==> config.mk <==
export PLATFORM = sky130hd
export DESIGN_NAME = pipe_ctrl_flat
export DESIGN_NICKNAME = d
export VERILOG_FILES = /design/src/rtl/pipe_ctrl_pkg.sv /design/src/rtl/pipe_ctrl_if.sv /design/src/rtl/pipe_ctrl_redirect_sel.sv /design/src/rtl/pipe_ctrl.sv /design/src/flat_wrapper.sv
export SDC_FILE = /design/constraint.sdc
export NUM_CORES = 1
export LEC_CHECK = 0
export ABC_AREA = 1
export CAP_MARGIN = 15
export CORE_MARGIN = 3
export CORE_UTILIZATION = 45
export DETAILED_ROUTE_END_ITERATION = 12
export DONT_BUFFER_PORTS = 1
export REMOVE_ABC_BUFFERS = 1
export SKIP_LAST_GASP = 1
export SLEW_MARGIN = 20
export SYNTH_ARGS = -nofsm -noshare
export SYNTH_HDL_FRONTEND = slang
export SYNTH_SLANG_ARGS = --single-unit
export TNS_END_PERCENT = 50
==> constraint.sdc <==
create_clock -name clk -period 2.6 [get_ports clk]
set_input_delay 0.52 -clock clk [delete_from_list [all_inputs] [get_ports clk]]
set_output_delay 0.52 -clock clk [all_outputs]
set_load 0.05 [all_outputs]
==> src/rtl/pipe_ctrl_pkg.sv <==
// Shared definitions for the pipeline controller.
//   - stall vector encodings (bit 0 = PC ... bit 5 = WB, 1 = hold)
//   - controller FSM state codes
//   - redirect event kinds, numerically ordered by priority
//   - reset PC
//   - run_stall(): RUN-state stall vector from the per-stage requests
package pipe_ctrl_pkg;

  typedef enum logic [1:0] {
    ST_RUN   = 2'd0,
    ST_PEND  = 2'd1,
    ST_FLUSH = 2'd2
  } state_t;

  // Ordered so that a larger code always means a higher-priority event;
  // the controller relies on this for its "higher priority wins" compare.
  typedef enum logic [1:0] {
    EV_NONE = 2'd0,
    EV_MISP = 2'd1,
    EV_MRET = 2'd2,
    EV_EXCP = 2'd3
  } ev_kind_t;

  localparam logic [5:0] STALL_NONE = 6'b000000;
  localparam logic [5:0] STALL_IF   = 6'b000011;
  localparam logic [5:0] STALL_ID   = 6'b000111;
  localparam logic [5:0] STALL_EX   = 6'b001111;
  localparam logic [5:0] STALL_MEM  = 6'b011111;
  localparam logic [5:0] STALL_ALL  = 6'b111111;

  localparam logic [31:0] RESET_PC = 32'h3000_0000;

  // The deepest stalling stage wins: it must also hold everything upstream.
  function automatic logic [5:0] run_stall(input logic req_if, input logic req_id,
                                           input logic req_ex, input logic req_mem);
    logic [5:0] s;
    if (req_mem)     s = STALL_MEM;
    else if (req_ex) s = STALL_EX;
    else if (req_id) s = STALL_ID;
    else if (req_if) s = STALL_IF;
    else             s = STALL_NONE;
    return s;
  endfunction

endpackage

==> src/rtl/pipe_ctrl_if.sv <==
// Signal bundle between the pipeline and its controller.
//   master: the pipeline side (drives requests/events, receives stall/flush)
//   slave : pipe_ctrl (receives requests/events, drives stall/flush/CSR port)
// dbg_state exposes the controller FSM state for observation.
interface pipe_ctrl_if;
  import pipe_ctrl_pkg::*;

  logic        stallreq_if;
  logic        stallreq_id;
  logic        stallreq_ex;
  logic        stallreq_mem;
  logic        mispredict_i;
  logic [31:0] real_tar_addr_i;
  logic        excp_valid_i;
  logic [4:0]  excp_code_i;
  logic [31:0] excp_pc_i;
  logic [31:0] mtvec_i;
  logic        mret_i;
  logic [31:0] mepc_i;
  logic [5:0]  stall;
  logic        flush;
  logic [31:0] new_pc;
  logic        mepc_we_o;
  logic [31:0] mepc_o;
  logic [4:0]  mcause_o;
  state_t      dbg_state;

  modport master (
    output stallreq_if, stallreq_id, stallreq_ex, stallreq_mem,
    output mispredict_i, real_tar_addr_i,
    output excp_valid_i, excp_code_i, excp_pc_i, mtvec_i,
    output mret_i, mepc_i,
    input  stall, flush, new_pc, mepc_we_o, mepc_o, mcause_o, dbg_state
  );

  modport slave (
    input  stallreq_if, stallreq_id, stallreq_ex, stallreq_mem,
    input  mispredict_i, real_tar_addr_i,
    input  excp_valid_i, excp_code_i, excp_pc_i, mtvec_i,
    input  mret_i, mepc_i,
    output stall, flush, new_pc, mepc_we_o, mepc_o, mcause_o, dbg_state
  );
endinterface

==> src/rtl/pipe_ctrl_redirect_sel.sv <==
// redirect_sel: combinational priority selector for redirect events.
//   Inputs : excp_valid, mret, mispredict strobes and their targets.
//   Outputs: kind   - winning event (EV_NONE when nothing is requested)
//            target - redirect PC for the winning event
// Priority: exception > mret > mispredict. The trap target is the
// mtvec base with its mode bits cleared.
module pipe_ctrl_redirect_sel
  import pipe_ctrl_pkg::*;
(
  input  logic        excp_valid,
  input  logic        mret,
  input  logic        mispredict,
  input  logic [31:0] mtvec,
  input  logic [31:0] mepc,
  input  logic [31:0] real_tar_addr,
  output ev_kind_t    kind,
  output logic [31:0] target
);
  always_comb begin
    kind   = EV_NONE;
    target = 32'h0;
    if (excp_valid) begin
      kind   = EV_EXCP;
      target = mtvec & 32'hFFFF_FFFC;
    end else if (mret) begin
      kind   = EV_MRET;
      target = mepc;
    end else if (mispredict) begin
      kind   = EV_MISP;
      target = real_tar_addr;
    end
  end
endmodule

==> src/rtl/pipe_ctrl.sv <==
// pipe_ctrl: pipeline stall / flush / redirect controller.
//   clk  - system clock, rising edge
//   rst  - asynchronous active-low reset
//   bus  - pipe_ctrl_if.slave: stage stall requests, redirect events
//          (mispredict, mret, exception), stall vector, flush strobe,
//          redirect PC, trap CSR write port, debug FSM state.
// RUN  : stall follows the deepest requesting stage. A redirect event
//        flushes next cycle, or waits in PEND while a fetch is in flight.
// PEND : everything held; a strictly higher-priority event replaces the
//        latched one. Leaves for FLUSH once the fetch completes.
// FLUSH: one-cycle flush strobe with the redirect PC; events ignored.
module pipe_ctrl
  import pipe_ctrl_pkg::*;
(
  input  logic         clk,
  input  logic         rst,
  pipe_ctrl_if.slave   bus
);
  state_t      state_q, state_d;
  ev_kind_t    lat_kind_q, lat_kind_d;
  logic [31:0] lat_tar_q, lat_tar_d;
  logic [31:0] lat_pc_q, lat_pc_d;
  logic [4:0]  lat_code_q, lat_code_d;

  ev_kind_t    cur_kind;
  logic [31:0] cur_tar;

  logic        go_flush;
  ev_kind_t    fl_kind;
  logic [31:0] fl_tar, fl_pc;
  logic [4:0]  fl_code;
  logic [5:0]  stall_c;

  logic        flush_q, mepc_we_q;
  logic [31:0] new_pc_q, mepc_q;
  logic [4:0]  mcause_q;

  pipe_ctrl_redirect_sel u_redirect_sel (
    .excp_valid    (bus.excp_valid_i),
    .mret          (bus.mret_i),
    .mispredict    (bus.mispredict_i),
    .mtvec         (bus.mtvec_i),
    .mepc          (bus.mepc_i),
    .real_tar_addr (bus.real_tar_addr_i),
    .kind          (cur_kind),
    .target        (cur_tar)
  );

  always_comb begin
    state_d    = state_q;
    lat_kind_d = lat_kind_q;
    lat_tar_d  = lat_tar_q;
    lat_pc_d   = lat_pc_q;
    lat_code_d = lat_code_q;
    go_flush   = 1'b0;
    fl_kind    = cur_kind;
    fl_tar     = cur_tar;
    fl_pc      = bus.excp_pc_i;
    fl_code    = bus.excp_code_i;
    stall_c    = STALL_NONE;
    case (state_q)
      ST_RUN: begin
        if (cur_kind != EV_NONE) begin
          // Redirect beats stage stalls: the requesting stages are flushed.
          if (bus.stallreq_if) begin
            state_d    = ST_PEND;
            lat_kind_d = cur_kind;
            lat_tar_d  = cur_tar;
            lat_pc_d   = bus.excp_pc_i;
            lat_code_d = bus.excp_code_i;
            stall_c    = STALL_ALL;
          end else begin
            state_d  = ST_FLUSH;
            go_flush = 1'b1;
          end
        end else begin
          stall_c = run_stall(bus.stallreq_if, bus.stallreq_id,
                              bus.stallreq_ex, bus.stallreq_mem);
        end
      end
      ST_PEND: begin
        stall_c = STALL_ALL;
        // Merge this cycle's event with the latched one; equal or lower
        // priority leaves the latch alone.
        if (cur_kind > lat_kind_q) begin
          lat_kind_d = cur_kind;
          lat_tar_d  = cur_tar;
          lat_pc_d   = bus.excp_pc_i;
          lat_code_d = bus.excp_code_i;
        end
        fl_kind = lat_kind_d;
        fl_tar  = lat_tar_d;
        fl_pc   = lat_pc_d;
        fl_code = lat_code_d;
        if (!bus.stallreq_if) begin
          state_d    = ST_FLUSH;
          go_flush   = 1'b1;
          lat_kind_d = EV_NONE;
        end
      end
      ST_FLUSH: begin
        state_d = ST_RUN;
      end
      default: begin
        state_d = ST_RUN;
      end
    endcase
  end

  always_ff @(posedge clk or negedge rst) begin
    if (!rst) begin
      state_q    <= ST_RUN;
      lat_kind_q <= EV_NONE;
      lat_tar_q  <= 32'h0;
      lat_pc_q   <= 32'h0;
      lat_code_q <= 5'h0;
      flush_q    <= 1'b0;
      new_pc_q   <= RESET_PC;
      mepc_we_q  <= 1'b0;
      mepc_q     <= 32'h0;
      mcause_q   <= 5'h0;
    end else begin
      state_q    <= state_d;
      lat_kind_q <= lat_kind_d;
      lat_tar_q  <= lat_tar_d;
      lat_pc_q   <= lat_pc_d;
      lat_code_q <= lat_code_d;
      flush_q    <= go_flush;
      mepc_we_q  <= go_flush && (fl_kind == EV_EXCP);
      if (go_flush) begin
        new_pc_q <= fl_tar;
      end
      if (go_flush && (fl_kind == EV_EXCP)) begin
        mepc_q   <= fl_pc;
        mcause_q <= fl_code;
      end
    end
  end

  // Stall is forced clear while reset is held, whatever the requests say.
  assign bus.stall     = rst ? stall_c : STALL_NONE;
  assign bus.flush     = flush_q;
  assign bus.new_pc    = new_pc_q;
  assign bus.mepc_we_o = mepc_we_q;
  assign bus.mepc_o    = mepc_q;
  assign bus.mcause_o  = mcause_q;
  assign bus.dbg_state = state_q;
endmodule

==> src/flat_wrapper.sv <==
// flat-port wrapper written by rule: the top's interface ports become plain ports
module pipe_ctrl_flat import pipe_ctrl_pkg::*;
  (clk, rst, bus_stallreq_if, bus_stallreq_id, bus_stallreq_ex, bus_stallreq_mem, bus_mispredict_i, bus_real_tar_addr_i, bus_excp_valid_i, bus_excp_code_i, bus_excp_pc_i, bus_mtvec_i, bus_mret_i, bus_mepc_i, bus_stall, bus_flush, bus_new_pc, bus_mepc_we_o, bus_mepc_o, bus_mcause_o, bus_dbg_state);
  pipe_ctrl_if bus_i ();
  input  logic clk;
  input  logic rst;
  input wire logic [$bits(bus_i.stallreq_if)-1:0] bus_stallreq_if;
  input wire logic [$bits(bus_i.stallreq_id)-1:0] bus_stallreq_id;
  input wire logic [$bits(bus_i.stallreq_ex)-1:0] bus_stallreq_ex;
  input wire logic [$bits(bus_i.stallreq_mem)-1:0] bus_stallreq_mem;
  input wire logic [$bits(bus_i.mispredict_i)-1:0] bus_mispredict_i;
  input wire logic [$bits(bus_i.real_tar_addr_i)-1:0] bus_real_tar_addr_i;
  input wire logic [$bits(bus_i.excp_valid_i)-1:0] bus_excp_valid_i;
  input wire logic [$bits(bus_i.excp_code_i)-1:0] bus_excp_code_i;
  input wire logic [$bits(bus_i.excp_pc_i)-1:0] bus_excp_pc_i;
  input wire logic [$bits(bus_i.mtvec_i)-1:0] bus_mtvec_i;
  input wire logic [$bits(bus_i.mret_i)-1:0] bus_mret_i;
  input wire logic [$bits(bus_i.mepc_i)-1:0] bus_mepc_i;
  output wire logic [$bits(bus_i.stall)-1:0] bus_stall;
  output wire logic [$bits(bus_i.flush)-1:0] bus_flush;
  output wire logic [$bits(bus_i.new_pc)-1:0] bus_new_pc;
  output wire logic [$bits(bus_i.mepc_we_o)-1:0] bus_mepc_we_o;
  output wire logic [$bits(bus_i.mepc_o)-1:0] bus_mepc_o;
  output wire logic [$bits(bus_i.mcause_o)-1:0] bus_mcause_o;
  output wire logic [$bits(bus_i.dbg_state)-1:0] bus_dbg_state;
  assign bus_i.stallreq_if = bus_stallreq_if;
  assign bus_i.stallreq_id = bus_stallreq_id;
  assign bus_i.stallreq_ex = bus_stallreq_ex;
  assign bus_i.stallreq_mem = bus_stallreq_mem;
  assign bus_i.mispredict_i = bus_mispredict_i;
  assign bus_i.real_tar_addr_i = bus_real_tar_addr_i;
  assign bus_i.excp_valid_i = bus_excp_valid_i;
  assign bus_i.excp_code_i = bus_excp_code_i;
  assign bus_i.excp_pc_i = bus_excp_pc_i;
  assign bus_i.mtvec_i = bus_mtvec_i;
  assign bus_i.mret_i = bus_mret_i;
  assign bus_i.mepc_i = bus_mepc_i;
  assign bus_stall = bus_i.stall;
  assign bus_flush = bus_i.flush;
  assign bus_new_pc = bus_i.new_pc;
  assign bus_mepc_we_o = bus_i.mepc_we_o;
  assign bus_mepc_o = bus_i.mepc_o;
  assign bus_mcause_o = bus_i.mcause_o;
  assign bus_dbg_state = bus_i.dbg_state;
  pipe_ctrl u_core (.clk(clk), .rst(rst), .bus(bus_i));
endmodule
### Word level (Yosys, flattened, before mapping)

Cells that the tools add are included.
Widths: inputs -> output; s select.

* register bits after elaboration: 144
* output and inout bits: 79

* reduce and logical (&&, ||, !) cells: 6
* equal/unequal tests: 5
* multiplexer cells: 42
* $lt $le $gt $ge: 1

Operators with widths (count)
* $mux 32: 11
* $pmux 32 s2: 2
* $mux 6: 6
* $mux 2: 11
* $mux 5: 4
* $pmux 6 s2: 1
* $pmux 5 s2: 1
* $pmux 2 s2: 2
* $ne 2x2->1 const B: 2
* $reduce_bool 2->1: 2
* $mux 1: 3
* $reduce_and 3->1: 1
* $eq 2x1->1 const B: 1
* $eq 2x2->1 const B: 1
* $gt 2x2->1: 1
* $logic_not 2->1: 1
* $ne 2x1->1 const B: 1
* $pmux 1 s2: 1
* $reduce_and 2->1: 1
* $logic_and 1x1->1: 1

### Logic depth before layout (Yosys ltp)

Gate-level depths: netlist of the first run.

* depth after elaboration: 8
* depth in mapped cells: 17
* mapped depth without buffers: 14

### By module

From an unflattened synthesis of the first run, not the netlist that was laid out.

* cell total of the unflattened synthesis: 919
* area, all modules: 7379.6 sq um

Modules (own cells, without submodules)
* pipe_ctrl: area an instance 6580.1 sq um, sequential area each 3606.0 sq um, instances 1, cells each 770
* pipe_ctrl_redirect_sel: area an instance 799.5 sq um, sequential area each 0.0 sq um, instances 1, cells each 149

### Worst setup path before layout of the first run

OpenSTA, ideal clock, no wires.

* path kind: register to output
* start: reg u_core.state_q[1], in the netlist u_core.bus.dbg_state[1]
* end: out bus_stall[1]
* arrival: 2397 ps
* buffers on the path: 1
* cell stages (with the launch flop): 5
* path slack: -317 ps
* path through: dfrtp_1 -> inv_1 -> nand2_1 -> o21ai_0 -> buf_4

* word-level cells in the longest chain between the ends: 3

RTL lines
* start, declared: line pipe_ctrl.sv:19 `state_t state_q, state_d;`
* start signal, assigned: line pipe_ctrl.sv:123 `state_q <= state_d;`
* $eq 2x1->1 or $logic_not 2->1 (tied branches): line pipe_ctrl.sv:61 `case (state_q)`
* $pmux 6 s2 (*): line pipe_ctrl.sv:61
* $mux 6 (*): line pipe_ctrl.sv:141 `assign bus.stall = rst ? stall_c : STALL_NONE;`
* end, declared: line flat_wrapper.sv:19 `output wire logic [$bits(bus_i.stall)-1:0] bus_stall;`

Every way passes the cells marked *; elsewhere a longest branch is shown, timed or not.

### Worst setup path in the final report of the first run

* start: reg u_core.state_q[0], in the netlist u_core.bus.dbg_state[0]
* end: out bus_stall[4]

The elaborated chain is that of the path after synthesis.

==> results_dict.tcl, run 1 <==
set metrics [dict create \
    run_status "complete, but fails checks" \
    failed_checks "hold timing" \
    synth_top_cells_by_area "sky130_fd_sc_hd__dfrtp_1, sky130_fd_sc_hd__nand2_1, sky130_fd_sc_hd__nand3_1, sky130_fd_sc_hd__o21ai_0, sky130_fd_sc_hd__inv_1" \
    ctsRootBufferMaster "sky130_fd_sc_hd__clkbuf_16" \
    synthTopCellsByCount "sky130_fd_sc_hd__nand2_1, sky130_fd_sc_hd__dfrtp_1, sky130_fd_sc_hd__nand3_1" \
    synth_edf_count 0 \
    switching_share 0.399 \
    insertedDiodeCount 0 \
    proportion_of_layout_cells_with_a_drive_suffix_above_1 0.0955 \
    dpl-instance-area_um2 7350 \
    globalRouteOverflowTotal 0 \
    grt_pass1_wl_mm 29.6 \
    post_route_worst_hold_slack_ps -202 \
    final_hold_viol_count 144 \
    drc 0 \
    initialDrtViolationCount 352 \
    first_pass_detailed_route_iteration_total 4 \
    power_frac_comb 0.161 \
    cap_violations 0 \
    cp.required_ps 2080 \
    power.net_switching_mw 3.16 \
    portion_of_the_post_synthesis_area_used_by_sequential_elements 0.502 \
    layout.cell_area.non_filler_um2 7940 \
    htreeDepth 4 \
    cts.repair_timing.setup_buffer_count 0 \
    timing.final.crit_period_ps 2240 \
    final.period_utilization 0.862 \
    synth_flop_cell "sky130_fd_sc_hd__dfrtp_1" \
    timing_max_transition_violations_final 0 \
    synth.avg_cell_area_um2 7.53 \
    ctsLongestPathBuffers 2 \
    portBuffers 0 \
    cts_tree "yes" \
    all_layer_global_routing_usage 0.206 \
    share_of_async_settable_or_async_resettable_flops_after_synthesis 1.00 \
    wl_mm 17.8 \
    cp_startpoint_kind "flip-flop" \
    postSynthRegisterBits 144 \
    number_of_global_route_vias_before_repair 5787 \
    post_synth_num_cell_types 24 \
    total_leakage_power_nw 4.10 \
    final_net_count 1076 \
    critical_path_arrival_ps 1720 \
    viasPerCell 5.10 \
    worst-path-buf-inv 4 \
    critical_path_type "reg -> out" \
    critical_path.max_stage_delay_ps 350 \
    timing.critical_path.max_delay_family "buffers and inverters" \
    ioPinCount 221 \
    synth_top_cell_area_share 0.495 \
    globalRouteMet1Util 0.262 \
    postCtsResizedCells 0 \
    crit_path_cell_trace "inv_1 > nor2_4 > inv_1 > nand2_4 > inv_1 > o21ai_1 > buf_4" \
    hold_path.class "in -> async" \
    critical-path-slowest-cell "sky130_fd_sc_hd__dfrtp_1" \
    slew_headroom 0.637 \
    p_clk_frac 0.307 \
    grt_busiest_layer "met2" \
    worst_setup_path_end_kind "primary output" \
    final_wtd_congestion 0.742 \
    global_route.usage.met3 0.0683 \
    std_cell_rows 45 \
    fp.dieH_um 132 \
    synthesis.area_um2 7180 \
    total_core_area_um2 15400 \
    use_met2 0.341 \
    power.share.sequential 0.531 \
    worst_clk_skew_ps 7.78 \
    die_area_um2 17500 \
    initial_antenna_violation_count 0 \
    flow.area_growth_from_synthesis_pct 10.6 \
    grt_start_max_net_pins 147 \
    synth_cells 953 \
    yosys_warnings 0 \
    synth_largest_area_cell "sky130_fd_sc_hd__dfrtp_1" \
    pwr_density_cell_nw_per_um2 999 \
    setup_violators_final 0 \
    post-synth-top-count-cell "sky130_fd_sc_hd__nand2_1" \
    grt_setup_unrepaired "false" \
    cts.clk_slew.worst_paths_ps 60 \
    ant_nets 0 \
    routedWlPerCell_um 15.5 \
    worst_path_most_repeated_cell "sky130_fd_sc_hd__inv_1" \
    via_count_of_the_routed_design 5883 \
    timing_worst_slew_pin_value_ps 544 \
    worst_skew_pair.late_latency_ps 410 \
    p_int_mw 4.77 \
    ir_drop_mv 0.504 \
    numClockSinks 144 \
    achievable-frequency_mhz 446 \
    initial_utilization 0.465 \
    numCtsBuffers 17 \
    die_x_um 132 \
    critical_path_peak_fanout 8 \
    hpwlAfterDp_mm 11.1 \
]
==> metrics by stage <==
step	util	worst slack (ps)	total power [mW]	TNS (ps)	instances
after global placement	0.477	286	5.51	0	1123
after global routing	0.515	217	8.40	0	1153
after CTS	0.515	318	8.03	0	1153
after floorplan	-	-2880	5.13	-112590	892
after detailed placement	0.477	246	5.55	0	1123
final	0.515	358	7.93	0	1153
==> final timing paths <==
kind / startpoint / end / slack, ps / cells past startpoint
max in group asynchronous: rst / u_core.lat_tar_q[0] / 2560 / 0
max reg2reg: u_core.lat_kind_q[1] / u_core.bus.mcause_o[0] / 610 / 11
min reg2reg: u_core.lat_tar_q[3] / u_core.lat_tar_q[3] / 470 / 2
min in group clk: bus_stallreq_if / u_core.bus.dbg_state[0] / 260 / 2
max: u_core.bus.dbg_state[0] / bus_stall[4] / 360 / 7
min: rst / u_core.bus.new_pc[11] / -200 / 0
==> sequential cells by signal (all words and copies together), names as in the netlist <==
register,cells
u_core.bus.mcause_o,5
u_core.bus.new_pc,32
u_core.lat_code_q,5
u_core.bus.mepc_we_o,1
u_core.bus.dbg_state,2
u_core.lat_pc_q,32
u_core.bus.mepc_o,32
u_core.lat_kind_q,2
u_core.lat_tar_q,32
u_core.bus.flush,1
==> kinds of logic after synthesis <==
| group | share of synthesized area |
|---|---|
| compound gates | 0.103 |
| fa+ha+maj | 0.00523 |
| simple gates | 0.316 |
| buf+inv | 0.0737 |
| flops | 0.502 |
==> placed cells by master, fill, tap and decap left out, types with 2 or more instances in the layout <==
cell type,count
sky130_fd_sc_hd__a21oi_1,32
sky130_fd_sc_hd__or2_2,30
sky130_fd_sc_hd__dfstp_2,2
sky130_fd_sc_hd__nand2_1,389
sky130_fd_sc_hd__dfrtp_1,142
sky130_fd_sc_hd__inv_2,2
sky130_fd_sc_hd__clkinv_4,3
sky130_fd_sc_hd__inv_1,55
sky130_fd_sc_hd__bufinv_16,3
sky130_fd_sc_hd__a31oi_1,4
sky130_fd_sc_hd__clkbuf_1,2
sky130_fd_sc_hd__clkbuf_16,17
sky130_fd_sc_hd__buf_12,4
sky130_fd_sc_hd__nand2_4,2
sky130_fd_sc_hd__nand3_1,109
sky130_fd_sc_hd__ha_1,3
sky130_fd_sc_hd__clkinv_2,3
sky130_fd_sc_hd__nor2_4,3
sky130_fd_sc_hd__buf_4,16
sky130_fd_sc_hd__o21ai_0,104
sky130_fd_sc_hd__nor2_1,6
sky130_fd_sc_hd__o21ai_1,4
==> layout make-up <==
type | instances | area (µm²)
well taps | 211 | 264
clock buffers | 20 | 447
clock inverters | 10 | 139
repair buffers | 20 | 200
multi-input cells | 690 | 3070
flip-flops and latches | 144 | 3610
inverters | 58 | 218
fillers | 1517 | 7490
==> worst register-to-register path, stage by stage, from the launching register on <==
cell                      delay (ps)
sky130_fd_sc_hd__dfrtp_1         320
sky130_fd_sc_hd__inv_1            60
sky130_fd_sc_hd__ha_1            300
sky130_fd_sc_hd__nand2_1          50
sky130_fd_sc_hd__nand2_1         110
sky130_fd_sc_hd__nand2_1         130
sky130_fd_sc_hd__nand2_4         140
sky130_fd_sc_hd__buf_4           370
sky130_fd_sc_hd__nand2_1         130
sky130_fd_sc_hd__o21ai_0         130
sky130_fd_sc_hd__nand3_1         110
sky130_fd_sc_hd__nand2_1          90
==> power groups by stage <==
stage | Combinational [mW] | Clock (mW) | Sequential (mW)
after floorplan | 0.973 | 0 | 4.16
after global placement | 1.26 | 0 | 4.25
after detailed placement | 1.29 | 0 | 4.26
after CTS | 1.30 | 2.50 | 4.23
after global routing | 1.52 | 2.59 | 4.29
final | 1.28 | 2.44 | 4.22
==> per-layer routing <==
layer | vias to the layer above | wire [µm] | share of wire
met5 | - | 0 | 0
met4 | 0 | 172 | 0.0096
met3 | 14 | 1330 | 0.074
met2 | 166 | 8410 | 0.47
met1 | 2699 | 7930 | 0.44
li1 | 3004 | - | -
No activity file was read; power rests on OpenSTA's default activity.
==> run 2: changes to the inputs <==
PLACE_DENSITY_LB_ADDON = 0.12   (was default)
RECOVER_POWER = 100   (was default)
clock period = 2.04 ns   (was 2.6 ns; I/O delays follow)
==> results_dict.tcl, run 2 (synthesis results as in run 1) <==
set metrics [dict create \
    pwr_density_cell_nw_per_um2 1280 \
    grt_pass1_wl_mm 29.5 \
    total_core_area_um2 15400 \
    die_area_um2 17500 \
    timing.final.crit_period_ps 1930 \
    post-route-util 0.522 \
    final_wtd_congestion 0.733 \
    layout.cells.most_common_list "sky130_fd_sc_hd__nand2_1, sky130_fd_sc_hd__dfrtp_1, sky130_fd_sc_hd__nand3_1" \
    crit_path_cell_trace "nor2_4 > inv_1 > nand2_4 > inv_1 > o21ai_1 > buf_6" \
    worst-path-buf-inv 3 \
    power_frac_comb 0.162 \
    run_status "complete, but fails checks" \
    timing_worst_slew_pin_value_ps 823 \
    cts_tree "yes" \
    cp_startpoint_kind "flip-flop" \
    timing.critical_path.max_delay_family "flip-flops" \
    post_route_worst_hold_slack_ps -320 \
    hold_path.class "in -> async" \
    grt_start_max_net_pins 147 \
    initial_utilization 0.465 \
    numClockSinks 144 \
    critical_path_peak_fanout 4 \
    proportion_of_layout_cells_with_a_drive_suffix_above_1 0.109 \
    worst_path_most_repeated_cell "sky130_fd_sc_hd__inv_1" \
    hpwlAfterDp_mm 11.0 \
    critical_path.reg2reg.startpoint "u_core.bus.dbg_state[1]" \
    placement.setup.worst_slack_ps 82.2 \
    achievable-frequency_mhz 517 \
    htreeDepth 4 \
    power.share.sequential 0.520 \
    numCtsBuffers 17 \
    routedWlPerCell_um 15.2 \
    flow.area_growth_from_synthesis_pct 12.2 \
    final.period_utilization 0.948 \
    via_count_of_the_routed_design 5988 \
    insertedDiodeCount 0 \
    slew_headroom 0.452 \
    critical_path_arrival_ps 1530 \
    fillerInstances 1506 \
    die_x_um 132 \
    power.net_switching_mw 4.15 \
    first_pass_detailed_route_iteration_total 5 \
    p_clk_frac 0.319 \
    final_net_count 1089 \
    p_int_mw 6.18 \
    ioPinCount 221 \
    timing_max_transition_violations_final 0 \
    drc 0 \
    reg2reg_setup_slack_ps 150 \
    ir_drop_mv 0.658 \
    wl_mm 17.7 \
    fp.dieH_um 132 \
    ctsLongestPathBuffers 2 \
    all_layer_global_routing_usage 0.207 \
    total_leakage_power_nw 4.15 \
    ctsRootBufferMaster "sky130_fd_sc_hd__clkbuf_16" \
    initialDrtViolationCount 457 \
    final_hold_viol_count 144 \
    number_of_global_route_vias_before_repair 5768 \
    std_cell_rows 45 \
    cts.clk_slew.worst_paths_ps 60 \
    worst_skew_pair.late_latency_ps 420 \
    ant_nets 0 \
    portBuffers 0 \
    switching_share 0.402 \
    viasPerCell 5.13 \
    worst_clk_skew_ps 9.17 \
    postLayoutSetupSlackWorst_ps 107 \
    critical-path-slowest-cell "sky130_fd_sc_hd__dfrtp_1" \
    mostFrequentLayoutCell "sky130_fd_sc_hd__nand2_1" \
    failed_checks "hold timing" \
    critical_path.max_stage_delay_ps 420 \
    rr_endpoint "u_core.bus.new_pc[8]" \
    setup_violators_final 0 \
    worst_setup_path_end_kind "primary output" \
    cp.required_ps 1630 \
    initial_antenna_violation_count 0 \
    critical_path_type "reg -> out" \
    grt_setup_unrepaired "false" \
    rr_worst_depth 7 \
    globalRouteOverflowTotal 0 \
    cap_violations 0 \
]
==> run 2: changes by cell type in the layout (fill, tap and decap cells not counted), moves of 2 or more <==
cell and change:
sky130_fd_sc_hd__buf_2 +2, sky130_fd_sc_hd__clkinv_2 -3, sky130_fd_sc_hd__inv_2 +2, sky130_fd_sc_hd__inv_6 +4
sky130_fd_sc_hd__clkinvlp_4 +2, sky130_fd_sc_hd__clkbuf_2 +3, sky130_fd_sc_hd__dfstp_2 -2, sky130_fd_sc_hd__o21ai_1 -2
sky130_fd_sc_hd__buf_6 +6, sky130_fd_sc_hd__dfstp_1 +2, sky130_fd_sc_hd__clkbuf_4 +2, sky130_fd_sc_hd__o21ai_0 +2
sky130_fd_sc_hd__buf_12 -2, sky130_fd_sc_hd__inv_1 -2
==> run 2: metal layers <==
metal | track usage | routed length, µm | vias up
met5 | 0 | 0 | -
met4 | 0.0756 | 309 | 0
met3 | 0.0683 | 1330 | 24
met2 | 0.330 | 8130 | 180
met1 | 0.266 | 7970 | 2764
li1 | - | - | 3020
==> run 2: layout make-up <==
cell class,instances,area (µm²),share of cell area
Timing Repair Buffer,33,272,0.0337
Inverter,58,218,0.0270
Sequential cell,144,3610,0.448
Tap cell,211,264,0.0328
Multi-Input combinational cell,690,3070,0.381
Clock buffer,19,453,0.0562
Clock inverter,13,174,0.0216
==> run 2: worst max-delay path by stage <==
stage | startpoint | endpoint | depth (start not counted)
after global placement | bus_excp_valid_i | u_core.bus.new_pc[8] | 11
after detailed placement | bus_excp_valid_i | u_core.bus.new_pc[8] | 11
after floorplan | u_core.bus.dbg_state[0] | bus_stall[4] | 6
final | u_core.bus.dbg_state[1] | bus_stall[4] | 6
after global routing | u_core.bus.dbg_state[0] | u_core.bus.new_pc[8] | 8
after CTS | u_core.bus.dbg_state[1] | bus_stall[4] | 6
==> run 2: through the flow <==
stage / setup TNS [ps] / power [mW] / hold slack [ps] / instances / cell area, µm²
floorplan: -189210 / 6.54 / 112 / 892 / 6870
global placement: 0 / 7.11 / 116 / 1135 / 7490
detailed placement: 0 / 7.15 / 116 / 1135 / 7490
CTS: 0 / 10.5 / -342 / 1168 / 8130
global route: 0 / 10.9 / -347 / 1168 / 8050
finish: 0 / 10.3 / -320 / 1168 / 8050
==> run 2: repair_timing <==
item | CTS | global route
hold endpoints to repair | 144 | 144
gates resized for setup | 0 | 4
setup endpoints to repair | 2 | 2
setup buffers | 1 | 0
pin swaps | 1 | 0
==> run 2: power by group through the flow <==
stage / registers (mW) / logic [mW] / clock network [mW]
final: 5.37 / 1.67 / 3.29
after global routing: 5.46 / 1.98 / 3.48
after CTS: 5.38 / 1.74 / 3.37
after detailed placement: 5.42 / 1.72 / 0
after global placement: 5.42 / 1.69 / 0
after floorplan: 5.30 / 1.24 / 0
==> run 2: worst register-to-register path, delay by kind of cell, from the launching register on <==
| family | cells | cell delay [ps] |
|---|---|---|
| flip-flops | 1 | 420 |
| AND/OR/NAND/NOR | 3 | 450 |
| buffers and inverters | 4 | 970 |
